$ cat config.mk
export PLATFORM = sky130hd
export DESIGN_NAME = alu_share_ctrl
export DESIGN_NICKNAME = d
export VERILOG_FILES = /design/src/rtl/alu_ctrl_pkg.sv /design/src/rtl/alu_share_ctrl_rr_arbiter.sv /design/src/rtl/alu_share_ctrl.sv
export SDC_FILE = /design/constraint.sdc
export NUM_CORES = 1
export LEC_CHECK = 0
export CAP_MARGIN = 20
export CORE_ASPECT_RATIO = 0.9
export CORE_MARGIN = 4
export CORE_UTILIZATION = 47
export CTS_BUF_LIST = sky130_fd_sc_hd__clkbuf_2
export DETAILED_ROUTE_END_ITERATION = 8
export PLACE_DENSITY = 0.88
export SYNTH_ARGS = -nofsm -noshare
export SYNTH_HDL_FRONTEND = slang
export SYNTH_SLANG_ARGS = --single-unit
$ cat constraint.sdc
create_clock -name clk -period 5.28 [get_ports clk]
set_input_delay 0.792 -clock clk [delete_from_list [all_inputs] [get_ports clk]]
set_output_delay 0.792 -clock clk [all_outputs]
set_load 0.01 [all_outputs]
$ cat src/rtl/alu_ctrl_pkg.sv
// Shared types and constants for the ALU sharing controller.
package alu_ctrl_pkg;

    typedef enum logic [1:0] {
        IDLE,
        ISSUE,
        CAPTURE,
        RESP
    } state_t;

    localparam logic [3:0] ALU_ADD   = 4'd0;
    localparam logic [3:0] ALU_SUB   = 4'd1;
    localparam logic [3:0] ALU_MUL   = 4'd2;
    localparam logic [3:0] ALU_DIV   = 4'd3;
    localparam logic [7:0] DIV0_DATA = 8'hFF;

    function automatic logic is_div0(input logic [3:0] sel, input logic [7:0] b);
        return (sel == ALU_DIV) && (b == 8'd0);
    endfunction

    function automatic logic is_illegal(input logic [3:0] sel);
        return sel > ALU_DIV;
    endfunction

endpackage

$ cat src/rtl/alu_share_ctrl_rr_arbiter.sv
// Combinational round-robin arbiter: first requester at or above ptr, wrapping modulo N.
module rr_arbiter #(
    parameter int unsigned N     = 4,
    parameter int unsigned IDX_W = $clog2(N)
) (
    input  logic [N-1:0]     req,
    input  logic [IDX_W-1:0] ptr,
    output logic [N-1:0]     grant,
    output logic [IDX_W-1:0] grant_idx,
    output logic             any_req
);

    logic [IDX_W-1:0] k;

    always_comb begin
        grant     = '0;
        grant_idx = '0;
        any_req   = 1'b0;
        k         = '0;
        for (int unsigned i = 0; i < N; i++) begin
            k = IDX_W'((32'(ptr) + i) % N);
            if (!any_req && req[k]) begin
                grant[k]  = 1'b1;
                grant_idx = k;
                any_req   = 1'b1;
            end
        end
    end

endmodule

$ cat src/rtl/alu_share_ctrl.sv
// Shares one registered ALU among NUM_REQ requesters: round-robin accept,
// issue/capture sequencing, tagged valid/ready response, div-by-zero guard.
module alu_share_ctrl
    import alu_ctrl_pkg::*;
#(
    parameter int unsigned NUM_REQ = 4,
    parameter int unsigned ID_W    = $clog2(NUM_REQ),
    parameter int unsigned CNT_W   = 16
) (
    input  logic                 clk,
    input  logic                 reset,
    input  logic [NUM_REQ-1:0]   req_valid,
    output logic [NUM_REQ-1:0]   req_ready,
    input  logic [NUM_REQ*8-1:0] req_a,
    input  logic [NUM_REQ*8-1:0] req_b,
    input  logic [NUM_REQ*4-1:0] req_sel,
    output logic                 rsp_valid,
    input  logic                 rsp_ready,
    output logic [ID_W-1:0]      rsp_id,
    output logic [7:0]           rsp_data,
    output logic                 rsp_carry,
    output logic                 rsp_err,
    output logic [7:0]           alu_a,
    output logic [7:0]           alu_b,
    output logic [3:0]           alu_sel,
    input  logic [7:0]           alu_out,
    input  logic                 alu_carry,
    output logic                 busy,
    output logic [CNT_W-1:0]     ops_done
);

    state_t state, next_state;

    logic [ID_W-1:0]    rr_ptr;
    logic [NUM_REQ-1:0] grant;
    logic [ID_W-1:0]    grant_idx;
    logic               any_req;

    logic [7:0] win_a;
    logic [7:0] win_b;
    logic [3:0] win_sel;
    logic       win_div0;
    logic       accept;
    logic       rsp_fire;
    logic [3:0] op_sel;

    rr_arbiter #(
        .N     (NUM_REQ),
        .IDX_W (ID_W)
    ) u_arb (
        .req       (req_valid),
        .ptr       (rr_ptr),
        .grant     (grant),
        .grant_idx (grant_idx),
        .any_req   (any_req)
    );

    always_comb begin
        win_a    = req_a[32'(grant_idx) * 8 +: 8];
        win_b    = req_b[32'(grant_idx) * 8 +: 8];
        win_sel  = req_sel[32'(grant_idx) * 4 +: 4];
        win_div0 = is_div0(win_sel, win_b);
    end

    always_ff @(posedge clk or posedge reset) begin
        if (reset) begin
            state <= IDLE;
        end else begin
            state <= next_state;
        end
    end

    always_comb begin
        next_state = state;
        req_ready  = '0;
        accept     = 1'b0;
        rsp_valid  = 1'b0;
        case (state)
            IDLE: begin
                req_ready = grant;
                accept    = any_req;
                if (any_req) begin
                    next_state = win_div0 ? RESP : ISSUE;
                end
            end
            ISSUE: begin
                next_state = CAPTURE;
            end
            CAPTURE: begin
                next_state = RESP;
            end
            RESP: begin
                rsp_valid = 1'b1;
                if (rsp_ready) begin
                    next_state = IDLE;
                end
            end
            default: begin
                next_state = IDLE;
            end
        endcase
    end

    assign rsp_fire = rsp_valid & rsp_ready;
    assign busy     = (state != IDLE);

    always_ff @(posedge clk or posedge reset) begin
        if (reset) begin
            rr_ptr <= '0;
        end else if (accept) begin
            rr_ptr <= (grant_idx == ID_W'(NUM_REQ - 1)) ? '0 : grant_idx + ID_W'(1);
        end
    end

    // The ALU pin registers double as the operand latch; a div-by-zero never
    // loads them, so the ALU keeps its previous inputs untouched.
    always_ff @(posedge clk or posedge reset) begin
        if (reset) begin
            alu_a   <= '0;
            alu_b   <= '0;
            alu_sel <= '0;
            op_sel  <= '0;
        end else if (accept) begin
            op_sel <= win_sel;
            if (!win_div0) begin
                alu_a   <= win_a;
                alu_b   <= win_b;
                alu_sel <= win_sel;
            end
        end
    end

    always_ff @(posedge clk or posedge reset) begin
        if (reset) begin
            rsp_id    <= '0;
            rsp_data  <= '0;
            rsp_carry <= 1'b0;
            rsp_err   <= 1'b0;
        end else if (accept) begin
            rsp_id <= grant_idx;
            if (win_div0) begin
                rsp_data  <= DIV0_DATA;
                rsp_carry <= 1'b0;
                rsp_err   <= 1'b1;
            end
        end else if (state == CAPTURE) begin
            rsp_data  <= alu_out;
            rsp_carry <= (op_sel == ALU_ADD) & alu_carry;
            rsp_err   <= is_illegal(op_sel);
        end
    end

    always_ff @(posedge clk or posedge reset) begin
        if (reset) begin
            ops_done <= '0;
        end else if (rsp_fire) begin
            ops_done <= ops_done + CNT_W'(1);
        end
    end

endmodule
==> summary.txt, run 1 <==
Status
  • Status: finished clean

Layout
  • Post-route cell area: between 0.005 and 0.006 mm2
  • Multi-input gate area: between 0.0015 and 0.002 mm2
  • Fillers: ~540
  • Area grow syn2layout: 46.23%
  • Register area: between 0.001 and 0.0015 mm2
  • Ant diodes: 0
  • Layout cells sized above 1: 11.16%
  • Nets: between 500 and 600

Pwr
  • Sequential power share: between 20% and 30%
  • Sw frac: between 40% and 50%
  • Power share of the combinational group: roughly two thirds
  • P_sw: approximately 1.1 mW
  • Power Dens Cells: about 540 mW/mm2
  • Final Power: 2.750 mW
  • Clock Power Share: about 6.5%
  • Leak: between 2 and 2.5 nW
  • Max IR drop VDD: ~0.26 mV
  • Int Pwr: between 1.5 and 2 mW

Placement
  • Worst slack, placed: about 0.92 ns
  • Placed cell areas: roughly 0.0051 mm2
  • DP Wirelength: approximately 8000 um
  • Port Buffers: approximately 150
  • Gpl congestion: around 0.9

Synth
  • Yosys cell types: 48
  • Sequential share of the synthesized area: between 40% and 50%
  • Most used DFF post-synth: dfrtp_1
  • Post-synth EDFFs: 0
  • Syn Area/Cell: between 10 and 15 um2
  • Synth top area share: between 40% and 50%
  • Post-Syn Area: roughly 0.0035 mm2
  • Post-synthesis cell count: 319
  • Synth Register Bits: 56
  • Yosys top cell by area: dfrtp_1
  • Async SR Flop Fraction: 100.0%
  • Yosys warning total: 0
  • Syn_nets: approximately 430
  • Top area cells in the synthesized netlist: dfrtp_1 40%, mux4_2 12%, mux2_4 4.7%

Floorplan
  • Die Area: 0.008866 mm2
  • Die width: ~100 um
  • Core box area: 0.007148 mm2
  • Initial core utilization: 48.80%
  • FP Rows: 29
  • Die Ht: 89.73 um
  • Num ports: 150

CTS
  • Setup Buffers After CTS: 0
  • TritonCTS Buffers: 5
  • Clk_lat worst skew: about 0.46 ns
  • H-tree levels: 2
  • CTS tree: built
  • Post-CTS resize count: 0
  • Hold_buf cts: 0
  • CTS Sinks: 56
  • CTS clk-pin slew, worst paths: just under 0.3 ns
  • Max Root-Sink Buffers: 2
  • CTS root buf: clkbuf_2

STA
  • Final setup violation count: 0
  • Clk_skew: 0.003409 ns
  • Hold Fails Final Rpt: 0
  • Least-Margin Pin Slew: around 0.71 ns
  • FMAX: approximately 0.22 GHz
  • Worst rel slew slack: a little over half
  • Worst hold slack: between 0.4 and 0.5 ns
  • Fin crit share: between 80% and 90%
  • Setup TNS: 0 ns
  • Final worst slack: 0.6966 ns
  • Slew Viols, Final: 0
  • Unrepaired setup endpoints after global routing: no
  • Crit path time final: between 4 and 5 ns

Global route
  • Global-route wire length before repair: about 16,000 um
  • Gr busiest metal: met2
  • Grt ovf: 0
  • Initial antenna violation count: 0
  • Grt met2 use: a little under two fifths
  • Number of global-route vias before repair: between 3,000 and 4,000
  • All-Layer GR Usage: between 20 and 25%
  • Largest net degree at the start of global routing: 57
  • Grt met3 use: 4.412%
  • Met1 usage: 27.99%

Routing
  • First-iteration detailed-routing DRC count: between 150 and 200
  • ANT nets after route: 0
  • Vias per cell: around 5.6
  • Drt drc: 0
  • Via count: 3,131
  • WL per Instance: ~17 um
  • Post-Route WL: around 9800 um
  • DRT Pass-1 Iters: 5

Min path
  • Hold crit path type: reg2reg

Run
  • Max-cap viol count: 0

Worst setup path
  • CP endpoint kind: output port
  • Data required time of the critical path: ~4.5 ns
  • CP Data Arrival Time: 3.79 ns
  • Crit Path Max Fanout: 11
  • Critical path type: reg2out
  • CP Launch Type: register
-- metrics by stage --
stage                     cells  utilization, %
after floorplan             319               -
after global placement      551           70.72
after detailed placement    551           70.72
after CTS                   559           71.36
after global routing        559           71.36
final                       559           71.36
-- state kept, by name (all words and copies together) (netlist names) --
register   cells
rr_ptr         2
op_sel         4
rsp_carry      1
alu_sel        4
rsp_data       8
rsp_err        1
state          2
alu_b          8
alu_a          8
rsp_id         2
ops_done      16
-- cell type report --
| cell class | count | share of cell area (%) |
|---|---|---|
| Multi-Input combinational cell | 226 | 37.82 |
| Timing Repair Buffer | 153 | 29.83 |
| Sequential cell | 56 | 27.47 |
| Tap cell | 93 | 2.281 |
| Inverter | 23 | 1.692 |
| Clock buffer | 5 | 0.4906 |
| Clock inverter | 3 | 0.4170 |
-- power groups by stage --
stage	Clock [mW]	Combinational (mW)	Sequential, mW
floorplan	0	1.22	0.766
global placement	0	1.78	0.736
detailed placement	0	1.84	0.745
CTS	0.182	1.85	0.738
global route	0.198	1.99	0.761
finish	0.179	1.83	0.738
-- kinds of logic after synthesis --
group | share of synthesized area [%]
multiplexers | 22.27
adder cells (fa/ha/maj) | 4.304
XOR/XNOR | 4.520
buffers and inverters | 4.914
AO/OA/AOI/OAI | 9.936
AND/OR/NAND/NOR | 13.88
flip-flops | 40.17
-- cells in the mapped netlist (2+ instances only) --
master,count
buf_6,3
nand3_1,11
mux4_2,19
o22a_1,3
mux2_2,2
buf_2,2
ha_1,12
mux2i_1,9
a221oi_1,4
inv_1,22
nor4_1,9
o21ai_0,11
buf_4,2
a22oi_1,5
nand2b_1,2
nor3_1,4
and3_1,2
xnor2_1,15
dfrtp_1,56
nand4_1,4
mux2_4,11
nor2_1,25
mux2_1,2
a21oi_1,12
nor2b_1,2
xor2_1,3
clkbuf_1,6
o22ai_1,9
nand2_1,33
-- worst max-delay path: stages, from the launching register on --
cell and delay [ns]:
dfrtp_1 0.73, clkinv_1 0.43, ha_1 0.57, mux4_2 0.44
nor2b_4 0.22, a22oi_1 0.09, nor2_1 0.10, a221oi_1 0.06
nor2_1 0.12, clkdlybuf4s50_1 0.56
-- routing by layer --
layer / vias to the layer above / share of wire, %
met3: 17 / 8.0
met5: - / 0
met2: 152 / 51
li1: 1459 / -
met1: 1503 / 40
met4: 0 / 1.6
-- cell usage in the layout (no fill, tap or decap), types with 9 or more instances in the layout --
| cell | n |
|---|---|
| nand2_1 | 33 |
| a21oi_1 | 12 |
| clkdlybuf4s50_1 | 149 |
| nor2_1 | 25 |
| dfrtp_1 | 56 |
| inv_1 | 21 |
| o21ai_0 | 11 |
| mux2i_1 | 9 |
| ha_1 | 12 |
| xnor2_1 | 15 |
| nor4_1 | 9 |
| mux4_2 | 19 |
| nand3_1 | 11 |
| mux2_4 | 11 |
-- path summary, 6_finish.rpt --
check                             start           end  slack, ns  cells past startpoint
setup / recovery              rr_ptr[0]  req_ready[1]       0.70                      9
hold / removal             ops_done[15]  ops_done[15]       0.49                      1
setup reg to reg              rr_ptr[0]    alu_sel[1]       0.90                     10
hold reg to reg            ops_done[15]  ops_done[15]       0.49                      1
max in group asynchronous         reset   rsp_data[2]       4.04                      3
min in group asynchronous         reset  ops_done[10]       0.78                      3
(Power assumes the default switching activity.)
==> run 2, diff against run 1 <==
--- a/config.mk
+++ b/config.mk
@@ -6,10 +6,10 @@
 export NUM_CORES = 1
 export LEC_CHECK = 0
 export CAP_MARGIN = 20
-export CORE_ASPECT_RATIO = 0.9
 export CORE_MARGIN = 4
 export CORE_UTILIZATION = 47
 export CTS_BUF_LIST = sky130_fd_sc_hd__clkbuf_2
+export CTS_CLUSTER_SIZE = 25
 export DETAILED_ROUTE_END_ITERATION = 8
 export PLACE_DENSITY = 0.88
 export SYNTH_ARGS = -nofsm -noshare
==> run 2 against run 1 <==
Compared with the run above:
- via count decreased by 1.3%
- count of clock-buffer cells in the layout unchanged
- global-route usage decreased by 0.072 points
==> summary.txt, run 2 (synthesis gave the netlist of run 1 again) <==
Worst setup path
  • CP Launch Type: register
  • R2r endpoint: alu_a[0]
  • R2R depth: 9 (-1)
  • R2R Setup Slk: 1.14 ns (+0.24 ns)
  • R2R Path Start: rr_ptr[0]
  • CP endpoint kind: output port
  • Data required time of the critical path: 4.49 ns (about the same)
  • Crit Path Max Fanout: 11 (unchanged)
  • Critical path type: reg2out
  • CP Data Arrival Time: 3.70 ns (-0.09 ns)

STA
  • Slew Viols, Final: 0 (unchanged)
  • Crit path time final: 4.489 ns (-0.09451 ns)
  • Hold Fails Final Rpt: 0 (unchanged)
  • Setup TNS: 0 ns (unchanged)
  • Clk_skew: 0.01927 ns (+0.01586 ns)
  • Final worst slack: 0.7911 ns (+0.09451 ns)
  • Worst rel slew slack: 53.27% (+0.59 points)
  • Unrepaired setup endpoints after global routing: no
  • Least-Margin Pin Slew: 0.6983 ns (-0.01138 ns)
  • FMAX: 0.2228 GHz (+2.1%)
  • Final setup violation count: 0 (unchanged)
  • Fin crit share: 85.02% (-1.8 points)

CTS
  • Hold_buf cts: 0 (unchanged)
  • CTS clk-pin slew, worst paths: 0.28 ns (about the same)
  • Clk_lat worst skew: 0.45 ns (about the same)
  • Setup Buffers After CTS: 0 (unchanged)
  • H-tree levels: 2 (unchanged)
  • Post-CTS resize count: 0 (unchanged)
  • TritonCTS Buffers: 5 (unchanged)
  • CTS Sinks: 56 (unchanged)
  • CTS root buf: clkbuf_2
  • Max Root-Sink Buffers: 2 (unchanged)
  • CTS tree: built

Layout
  • Most flops, register: ops_done
  • Fillers: 558 (+4.3%)
  • Ant diodes: 0 (unchanged)
  • Commonest non-fill, non-tap cell in the layout: clkdlybuf4s50_1
  • Multi-input gate area: 0.001922 mm2 (-0.39%)
  • Area grow syn2layout: 46.52%
  • Register area: 0.001401 mm2 (unchanged)
  • Nets: 574 (+0.17%)
  • Largest register FFs: 16 (unchanged)
  • Utilization after layout: 70.85% (-0.52 points)
  • Layout cells sized above 1: 11.35% (+0.19 points)
  • Most frequent cells in the layout: 149 x clkdlybuf4s50_1, 56 x dfrtp_1, 33 x nand2_1

Pwr
  • Clock Power Share: 6.2% (-0.3 points)
  • Sw frac: 40.45% (-0.56 points)
  • Power share of the combinational group: 66.6% (about the same)
  • Int Pwr: 1.625 mW (+0.16%)
  • Sequential power share: 27.2% (+0.4 points)
  • Leak: 2.128 nW (about the same)
  • P_sw: 1.104 mW (-2.1%)
  • Power Dens Cells: 533.8 mW/mm2 (-0.98%)
  • Max IR drop VDD: 0.2661 mV (+2.0%)

Floorplan
  • FP Rows: 31 (+6.9%)
  • Die Area: 0.008864 mm2 (about the same)
  • Die Ht: 94.15 um (+4.9%)
  • Die width: 94.15 um (-4.7%)
  • Initial core utilization: 48.35% (-0.45 points)
  • Num ports: 150 (unchanged)
  • Core box area: 0.007214 mm2 (+0.93%)

Global route
  • Global-route wire length before repair: 15,170 um (-4.9%)
  • Initial antenna violation count: 0 (unchanged)
  • Largest net degree at the start of global routing: 57 (unchanged)
  • Grt ovf: 0 (unchanged)
  • All-Layer GR Usage: 21.94% (-0.072 points)
  • Number of global-route vias before repair: 3,130 (-5.5%)

Routing
  • First-iteration detailed-routing DRC count: 116 (-39%)
  • DRT Pass-1 Iters: 4 (-1)
  • WL per Instance: 17.32 um (-0.86%)
  • ANT nets after route: 0 (unchanged)
  • Drt drc: 0 (unchanged)
  • Via count: 3,090 (-1.3%)
  • Vias per cell: 5.459 (-2.5%)
  • Post-Route WL: 9805 um (+0.38%)

Placement
  • Worst slack, placed: 1.139 ns (+0.2144 ns)
  • Port Buffers: 149 (unchanged)
  • DP Wirelength: 8011 um (+2.2%)
  • Gpl congestion: 0.8308 (-9.7%)

Min path
  • Hold crit path type: reg2reg
  • Hold Path Depth: 1 (unchanged)
  • Hold Path Sink: ops_done[15]
  • Min-delay src: ops_done[15]

Status
  • Status: finished clean

Run
  • Max-cap viol count: 0 (unchanged)
==> run 2: changes by cell type in the layout (fill, tap and decap cells not counted), sizes merged <==
cell,before,now
clkinvlp,1,2
inv,23,22
buf,4,5
==> run 2: how the worst max path moves through the flow <==
| stage | startpoint | end | slack [ns] |
|---|---|---|---|
| after global routing | rr_ptr[0] | req_ready[2] | 0.49 |
| after global placement | rr_ptr[0] | alu_a[0] | 1.28 |
| after detailed placement | rr_ptr[0] | alu_a[2] | 1.14 |
| after CTS | rr_ptr[0] | req_ready[1] | 0.76 |
| final | rr_ptr[0] | req_ready[3] | 0.79 |
| after floorplan | rr_ptr[0] | alu_a[0] | 1.84 |
==> run 2: final cells by class <==
class / instances / area share, %
clock inverter: 3 / 0.4651
sequential: 56 / 27.42
clock buffer: 5 / 0.4896
timing repair buffer: 154 / 29.91
inverter: 23 / 1.689
tap: 99 / 2.424
multi-input combinational: 226 / 37.60
==> run 2: power groups by stage <==
stage,sequential [mW],combinational (mW),clock (mW)
after floorplan,0.766,1.22,0
final,0.741,1.82,0.170
after CTS,0.741,1.83,0.177
after global routing,0.765,1.97,0.191
after detailed placement,0.749,1.83,0
after global placement,0.739,1.76,0
==> run 2: critical path: stages (launching register included) <==
cell and delay, ns:
dfrtp_1 0.71, clkinv_1 0.42, ha_1 0.58, mux4_2 0.44, nor2b_4 0.21, a22oi_1 0.09
nor2_1 0.11, a221oi_1 0.06, nor2_1 0.10, clkdlybuf4s50_1 0.54
==> run 2: routing by layer <==
| layer | share of wire, % | up-vias | GRT usage, % |
|---|---|---|---|
| met2 | 54 | 104 | 39.95 |
| met4 | 1.6 | 0 | 6.619 |
| met3 | 5.4 | 13 | 3.926 |
| met5 | 0 | - | 0 |
| li1 | - | 1455 | - |
| met1 | 39 | 1518 | 26.19 |
==> run 2: metrics by stage <==
step | cells | hold slack [ns] | area, um2 | total power [mW]
final | 566 | 0.5102 | 5111 | 2.728
after global routing | 566 | 0.5230 | 5111 | 2.923
after CTS | 566 | 0.5152 | 5111 | 2.748
after detailed placement | 558 | 0.4846 | 5062 | 2.575
after global placement | 558 | 0.4594 | 5062 | 2.499
after floorplan | 319 | 0.4461 | 3488 | 1.984
